### src/rtl/phase_advance_gen_pkg.sv
// Phase codes shared by the advance generator and the downstream phase
// state machine.
package phase_advance_gen_pkg;

   localparam int PH_W = 3;

   typedef logic [PH_W-1:0] phase_t;

   localparam phase_t PH_INIT = 3'd0;
   localparam phase_t PH_A    = 3'd1;
   localparam phase_t PH_B    = 3'd2;
   localparam phase_t PH_C    = 3'd3;

   function automatic logic is_phase(input phase_t p);
      return (p == PH_A) || (p == PH_B) || (p == PH_C);
   endfunction

endpackage

### src/rtl/phase_advance_gen_counter.sv
// Per-phase unit counter: latches the active phase length on entry and
// counts completed units against it, saturating at all-ones.
module phase_unit_counter
   import phase_advance_gen_pkg::*;
#(
   parameter int CNT_W = 16
) (
   input  logic             clk,
   input  logic             rst,
   input  logic             load,
   input  logic             inc,
   input  logic [PH_W-1:0]  phase,
   input  logic [CNT_W-1:0] len_a,
   input  logic [CNT_W-1:0] len_b,
   input  logic [CNT_W-1:0] len_c,
   output logic [CNT_W-1:0] unit_cnt,
   output logic [CNT_W-1:0] target,
   output logic             reach
);

   logic [CNT_W-1:0] len_sel;
   logic [CNT_W-1:0] cnt_nxt;

   always_comb begin
      len_sel = '0;
      unique case (1'b1)
         (phase == PH_A): len_sel = len_a;
         (phase == PH_B): len_sel = len_b;
         (phase == PH_C): len_sel = len_c;
         default:         len_sel = '0;
      endcase
   end

   assign cnt_nxt = (&unit_cnt) ? unit_cnt : unit_cnt + CNT_W'(1);
   assign reach   = (cnt_nxt >= target);

   always_ff @(posedge clk or posedge rst) begin
      if (rst) begin
         unit_cnt <= '0;
         target   <= '0;
      end else if (load) begin
         unit_cnt <= '0;
         target   <= len_sel;
      end else if (inc) begin
         unit_cnt <= cnt_nxt;
      end
   end

endmodule

### src/rtl/phase_advance_gen.sv
// Drives single-cycle advance pulses into the phase state machine once
// each phase has completed its programmed number of work units.
module phase_advance_gen
   import phase_advance_gen_pkg::*;
#(
   parameter int CNT_W    = 16,
   parameter int WAIT_MAX = 4
) (
   input  logic             clk,
   input  logic             rst,
   input  logic             start,
   input  logic             loop_en,
   input  logic [PH_W-1:0]  current_state,
   input  logic [CNT_W-1:0] len_a,
   input  logic [CNT_W-1:0] len_b,
   input  logic [CNT_W-1:0] len_c,
   input  logic             done_in,
   output logic             state_rst,
   output logic             busy,
   output logic [CNT_W-1:0] unit_cnt,
   output logic             frame_done,
   output logic             seq_err
);

   localparam logic [1:0] ST_IDLE = 2'd0;
   localparam logic [1:0] ST_WAIT = 2'd1;
   localparam logic [1:0] ST_RUN  = 2'd2;

   localparam int WC_W = (WAIT_MAX < 2) ? 1 : $clog2(WAIT_MAX + 1);

   logic [1:0]       st;
   logic [1:0]       st_n;
   logic [PH_W-1:0]  cap;
   logic [PH_W-1:0]  cap_n;
   logic [WC_W-1:0]  wcnt;
   logic [WC_W-1:0]  wcnt_n;
   logic             pulse;
   logic             fdone;
   logic             err;
   logic             load;
   logic             run_inc;
   logic             reach;
   logic [CNT_W-1:0] target;

   assign run_inc = (st == ST_RUN) && done_in
                  && is_phase(current_state)
                  && (target != '0);

   phase_unit_counter #(
      .CNT_W (CNT_W)
   ) u_cnt (
      .clk      (clk),
      .rst      (rst),
      .load     (load),
      .inc      (run_inc),
      .phase    (current_state),
      .len_a    (len_a),
      .len_b    (len_b),
      .len_c    (len_c),
      .unit_cnt (unit_cnt),
      .target   (target),
      .reach    (reach)
   );

   always_comb begin
      st_n   = st;
      cap_n  = cap;
      wcnt_n = wcnt;
      pulse  = 1'b0;
      fdone  = 1'b0;
      err    = seq_err;
      load   = 1'b0;
      unique case (st)
         ST_IDLE: begin
            if (done_in) err = 1'b1;
            if (start) begin
               if (current_state == PH_INIT) begin
                  pulse  = 1'b1;
                  cap_n  = current_state;
                  wcnt_n = '0;
                  st_n   = ST_WAIT;
               end else if (is_phase(current_state)) begin
                  load = 1'b1;
                  st_n = ST_RUN;
               end else begin
                  err = 1'b1;
               end
            end
         end
         ST_WAIT: begin
            if (done_in) err = 1'b1;
            if (current_state != cap) begin
               // After C the machine wraps to A; only re-run it when looping.
               if (cap == PH_C &&
                   !(current_state == PH_A && loop_en)) begin
                  st_n = ST_IDLE;
               end else begin
                  load = 1'b1;
                  st_n = ST_RUN;
               end
            end else if (wcnt == WC_W'(WAIT_MAX)) begin
               err  = 1'b1;
               st_n = ST_IDLE;
            end else begin
               wcnt_n = wcnt + WC_W'(1);
            end
         end
         ST_RUN: begin
            if (!is_phase(current_state)) begin
               err  = 1'b1;
               st_n = ST_IDLE;
            end else if (target == '0 || (done_in && reach)) begin
               pulse  = 1'b1;
               fdone  = (current_state == PH_C);
               cap_n  = current_state;
               wcnt_n = '0;
               st_n   = ST_WAIT;
            end
         end
         default: st_n = ST_IDLE;
      endcase
   end

   always_ff @(posedge clk or posedge rst) begin
      if (rst) begin
         st         <= ST_IDLE;
         cap        <= PH_INIT;
         wcnt       <= '0;
         state_rst  <= 1'b0;
         busy       <= 1'b0;
         frame_done <= 1'b0;
         seq_err    <= 1'b0;
      end else begin
         st         <= st_n;
         cap        <= cap_n;
         wcnt       <= wcnt_n;
         state_rst  <= pulse & ~state_rst;
         busy       <= (st_n != ST_IDLE);
         frame_done <= fdone & ~state_rst;
         seq_err    <= err;
      end
   end

endmodule

### config.mk
export PLATFORM = sky130hd
export DESIGN_NAME = phase_advance_gen
export DESIGN_NICKNAME = d
export VERILOG_FILES = /design/src/rtl/phase_advance_gen_pkg.sv /design/src/rtl/phase_advance_gen_counter.sv /design/src/rtl/phase_advance_gen.sv
export SDC_FILE = /design/constraint.sdc
export NUM_CORES = 1
export LEC_CHECK = 0
export CAP_MARGIN = 5
export CORE_ASPECT_RATIO = 0.5
export CORE_MARGIN = 10
export CORE_UTILIZATION = 40
export DETAILED_ROUTE_END_ITERATION = 12
export GPL_ROUTABILITY_DRIVEN = 0
export PLACE_DENSITY = 0.7
export RECOVER_POWER = 50
export SETUP_SLACK_MARGIN = 0.02
export SLEW_MARGIN = 5
export SYNTH_ARGS = -nofsm -noshare
export SYNTH_HDL_FRONTEND = slang
export SYNTH_SLANG_ARGS = --single-unit
### constraint.sdc
create_clock -name clk -period 6.38 [get_ports clk]
set_input_delay 1.595 -clock clk [delete_from_list [all_inputs] [get_ports clk]]
set_output_delay 1.595 -clock clk [all_outputs]
set_load 0.01 [all_outputs]
# Word-level counts from Yosys, hierarchy flattened
# Index checks and enable logic that the tools add are counted.
# word_totals
reg_bits	44
in_bits	56
out_inout_bits	20
word_cells	99
# classes
n_addsub	2
magnitude_cmp	1
n_eq_ne	15
mux	47
bitwise_logic	3
reduce_logical	22
# ops
cell	n
two-way mux 16 bit	3
case mux 16 bit (3 select lines)	1
two-way mux 3 bit	10
two-way mux 1 bit	19
adder 16 x 1 -> 16 bit, second input constant	1
>= comparator 16 bit	1
zero test 16 bit	1
two-way mux 2 bit	8
AND reduction 16 bit	1
nonzero test 16 bit	1
inequality test 2 bit, second input constant	5
== test 3 x 2 -> 1 bit, second input constant	3
case mux 3 bit (3 select lines)	1
AND reduction 7 bit	1
logical AND 1 bit	6
case mux 2 bit (3 select lines)	1
case mux 3 bit (2 select lines)	1
nonzero test 2 bit	3
AND reduction 5 bit	1
inequality test 2 x 1 -> 1 bit, second input constant	2
case mux 1 bit (2 select lines)	2
adder 3 x 1 -> 3 bit, second input constant	1
== test 3 x 1 -> 1 bit, second input constant	1
== test 3 bit, second input constant	1
other kinds (12)	15

# Logic depth before layout (Yosys ltp)
# depth
ltp_word	9
depth_mapped	15

# Modules after synthesis
# Synthesis repeated with hierarchy kept, for this count alone.
# unflattened
cells_unflattened	358
area_unflattened_um2	3301.9
# modules_own_cells
mod	instances	cells_each	area_per_inst_um2	seq_area_each_um2
phase_unit_counter	1	267	2422.3	800.8
phase_advance_gen	1	91	879.6	300.3

# Worst setup path after synthesis
# No wires, ideal clock.
# synth_timing
kind	register to register
from	reg u_cnt.unit_cnt[4]
to	reg wcnt[0]
t_arrival_ns	3.243
path_slack_ns	3.058
stages_incl_launch_ff	13
n_path_buf	1
cell_sequence	dfrtp_1 > buf_2 > nand4_1 > nor3_1 > and4_1 > mux2_2 > ha_1 > and4_1 > nand2_1 > o311ai_1 > o21ai_1 > a21oi_2 > mux2i_1
# synth_between
elab_chain_len	7
# synth_rtl
item	line_no	source
start, declared	phase_advance_gen_counter.sv:16	output logic [CNT_W-1:0] unit_cnt,
start signal, assigned	phase_advance_gen_counter.sv:45	unit_cnt <= cnt_nxt;
adder 16 x 1 -> 16 bit / AND reduction 16 bit (equally long branches)	phase_advance_gen_counter.sv:34	assign cnt_nxt = (&unit_cnt) ? unit_cnt : unit_cnt + CNT_W'(1);
two-way mux 16 bit *	phase_advance_gen_counter.sv:34	
>= comparator 16 bit *	phase_advance_gen_counter.sv:35	assign reach = (cnt_nxt >= target);
logical AND 1 bit *	phase_advance_gen.sv:112	end else if (target == '0 || (done_in && reach)) begin
logical OR 1 bit *	phase_advance_gen.sv:112	
inequality test 2 x 1 -> 1 bit (no line) *	n/a	
AND reduction 7 bit (no line) *	n/a	
end signal, assigned	phase_advance_gen.sv:136	wcnt <= wcnt_n;
end, declared	phase_advance_gen.sv:35	logic [WC_W-1:0] wcnt;
# Mark *: on every way between the ends. The rest lies on a longest branch, timed or not.
# A chain may end at the register's enable or synchronous reset.

# Final worst setup path
# layout_timing
from	in current_state[1]
to	reg busy
# layout_between
elab_chain_len	8
# layout_rtl
item	line_no	source
start, declared	phase_advance_gen.sv:13	input logic [PH_W-1:0] current_state,
== test 3 x 1 -> 1 bit / == test 3 x 2 -> 1 bit (equally long branches)	phase_advance_gen_pkg.sv:15, phase_advance_gen.sv:95	
logical OR 1 bit / logical AND 1 bit (equally long branches)	phase_advance_gen_pkg.sv:15, phase_advance_gen.sv:95	
logical OR 1 bit / zero test 1 bit (equally long branches)	phase_advance_gen_pkg.sv:15, phase_advance_gen.sv:95	
two-way mux 2 bit / logical AND 1 bit (equally long branches)	phase_advance_gen.sv:82, phase_advance_gen.sv:94	
two-way mux 2 bit, on equally long branches	phase_advance_gen.sv:77, phase_advance_gen.sv:94	
two-way mux 2 bit, on equally long branches	phase_advance_gen.sv:76, phase_advance_gen.sv:92	
case mux 2 bit (3 select lines) *	phase_advance_gen.sv:73	unique case (st)
nonzero test 2 bit *	phase_advance_gen.sv:138	busy <= (st_n != ST_IDLE);
end signal, assigned	phase_advance_gen.sv:138	
end, declared	phase_advance_gen.sv:19	output logic busy,
# Marked as above.

==> metrics.yaml <==
run_status:
  status: "finished with violations"
  failed_checks: "max-capacitance violations, max-slew violations"
sta:
  post-route-min-period_ns: 4.38
  slew_headroom: -0.589
  period_share: 0.687
  finalHoldViolCount: 0
  finalSetupTns_ns: 0
  clock.fmax_mhz: 228
  worst_pin_slew_ns: 2.38
  rsz0062_at_grt: "false"
  drv_slew: 45
  skew_ns: 0.00534
  setup_viol: 0
cts:
  tritoncts: "done"
  cts.sinks: 44
  root_buffer: "clkbuf_16"
  clkTransAtPathRegs_ns: 0.06
  h-tree-depth: 2
  clk_latency_ns: 0.30
  postCtsSetupRepairBufs: 0
  cts_resized: 0
  postCtsHoldBufs: 0
  cts-buffers-inserted: 5
  clockBufferDepth: 2
global_routing:
  grt_max_degree: 45
  gr-total-overflow: 0
  grt_pass1_vias: 2834
  grt_pass1_wl_mm: 14.3
  grt_usage: 0.141
  antenna_found_initial: 0
floorplan:
  initial_core_util: 0.411
  dieArea_sq_um: 12400
  die_h_um: 84.0
  core-area_sq_um: 7970
  pin_count: 76
  fp-row-count: 23
  die_w_um: 148
yosys:
  synth_cell_types: 50
  synthMuxAreaShare: 0.0745
  synth_edf_count: 0
  ys_warn_count: 0
  synth-seq-area-share: 0.336
  synth.cell_area_sq_um: 3270
  synth-main-ff-cell: "dfrtp_1"
  synth_compound_area_frac: 0.182
  synthCells: 374
  async_reset_ff_frac: 1.00
  ys_seq_elements: 44
  synth_xor_area_frac: 0.0615
  synthesis.nets: 453
  avgSynthCellArea_sq_um: 8.76
  synth_simple_gate_area_frac: 0.198
  synth_top_family_by_area: "simple AND/OR/NAND/NOR gates"
  synth-adder-area-share: 0.0879
power_and_ir_drop:
  swShare: 0.383
  p_switching_w: 0.000449
  pwr-share-comb: 0.428
  ir_worst_vdd_mv: 0.117
  sequentialPowerShare: 0.338
  leakage_nw: 1.78
  clockPowerShare: 0.234
  intPower_w: 0.000723
  p_per_area_nw_per_um2: 277
route:
  drt-pass1-iter-count: 4
  vias: 2896
  routed_wl_mm: 8.80
  wire_per_inst_um: 16.0
  vias_per_cell: 5.27
  drc: 0
  drt_iter0_drc: 163
  antenna_left: 0
finish:
  drive_gt1_frac: 0.0753
  nets: 516
  diodes: 0
  final_common_cell: "clkdlybuf4s50_1"
  fin_util: 0.531
  area_growth_pct: 29.3
  layout_common_cells: "clkdlybuf4s50_1, dfrtp_1, nor2_1"
setup_path:
  r2r_start: "u_cnt.unit_cnt[4]$_DFFE_PP0P_"
  worstReg2RegEnd: "wcnt[1]$_DFFE_PP0P_"
  crit_end: "busy$_DFF_PP0_"
  cp.arrival_ns: 4.55
  r2r_slack_ns: 2.51
  crit_start: "current_state[1]"
  startpoint_type: "input pin"
  end_kind: "flop"
  path_max_fanout: 24
  crit_type: "input pin to flop"
  worstPathRequired_ns: 6.55
  ff2ff_path_depth: 11
worst_hold_path:
  min_path_type: "flop to flop"
run:
  drv_cap: 1
placed_design:
  hpwlAfterDp_mm: 6.68
  numPortBuffers: 75
==> worst min path at each step <==
stage | start | endpoint | slack (ns) | depth (start not counted)
2_1_floorplan | u_cnt.target[0]$_DFFE_PP0P_ | u_cnt.target[0]$_DFFE_PP0P_ | 0.48 | 2
3_3_place_gp | state_rst$_DFF_PP0_ | frame_done$_DFF_PP0_ | 0.49 | 1
3_5_place_dp | state_rst$_DFF_PP0_ | frame_done$_DFF_PP0_ | 0.48 | 1
4_1_cts | state_rst$_DFF_PP0_ | frame_done$_DFF_PP0_ | 0.49 | 1
5_1_grt | state_rst$_DFF_PP0_ | frame_done$_DFF_PP0_ | 0.51 | 1
6_report | state_rst$_DFF_PP0_ | frame_done$_DFF_PP0_ | 0.47 | 1
==> stage by stage <==
stage               hold WS, ns  worst slack, ns  total power [W]  cell area (sq um)  cells
floorplan                 0.475             3.06         0.000742               3270    374
global placement          0.491             1.76         0.000895               4080    542
detailed placement        0.480             1.65         0.000903               4080    542
CTS                       0.493             1.96          0.00118               4240    550
global route              0.509             1.74          0.00126               4230    550
finish                    0.474             2.00          0.00117               4230    550
==> routing by layer <==
metal / up-vias / GRT usage / wire [um]
met5: - / 0 / 0
met2: 59 / 0.229 / 4260
met1: 1346 / 0.175 / 3890
met3: 8 / 0.0417 / 539
li1: 1483 / - / -
met4: 0 / 0.0429 / 107
==> power groups by stage <==
| stage | clock, W | sequential, W | combinational [W] |
|---|---|---|---|
| global placement | 0 | 0.000399 | 0.000495 |
| detailed placement | 0 | 0.000400 | 0.000503 |
| finish | 0.000275 | 0.000396 | 0.000502 |
| CTS | 0.000276 | 0.000396 | 0.000507 |
| global route | 0.000289 | 0.000405 | 0.000569 |
| floorplan | 0 | 0.000393 | 0.000349 |
==> cells by family (layout without fill, tap and decap cells) <==
kind of cell / after synthesis / in the layout
buf+inv: 47 / 111
simple gates: 128 / 128
mux: 22 / 22
compound gates: 87 / 87
flops: 44 / 44
xor+xnor: 23 / 23
fa+ha+maj: 23 / 23
==> cell type report <==
cell class              instances  area, sq um
fillers                       748         3740
clock buffers                   6          139
well taps                     112          140
inverters                      25         93.8
multi-input cells             283         1970
repair buffers                 78          769
flip-flops and latches         44         1100
clock inverters                 2         15.0
==> critical path, stage by stage <==
cell,delay (ns)
clkdlybuf4s50_1,1.12
xor2_1,0.20
or3_1,0.44
a32oi_2,0.71
o21ai_1,0.14
a31oi_1,0.23
a21oi_1,0.10
==> cell usage after synthesis (4+ instances only) <==
cell      number  area share
a21o_1         4      0.0092
a21oi_1       15       0.023
a22oi_1       16       0.037
a31oi_1        4      0.0076
and3_1         5      0.0096
and4_1         4       0.011
buf_2          6      0.0092
clkbuf_1      13       0.015
dfrtp_1       44        0.34
ha_1          23       0.088
inv_1         25       0.029
mux2_2        19       0.065
nand2_1       28       0.032
nand2b_1       5      0.0096
nand3_1       14       0.021
nand4_1        5      0.0096
nor2_1        30       0.034
nor3_1         7       0.011
nor4_1         7       0.013
o21a_1         4      0.0092
o21ai_1       20       0.031
or3_1         17       0.032
xnor2_1       10       0.027
xor2_1        13       0.035
==> state kept, by name, summed over array words and instances (netlist names) <==
register        count
u_cnt.target       16
u_cnt.unit_cnt     16
busy                1
state_rst           1
st                  2
wcnt                3
cap                 3
frame_done          1
seq_err             1
Note: power is estimated with default switching activity, not from simulation.
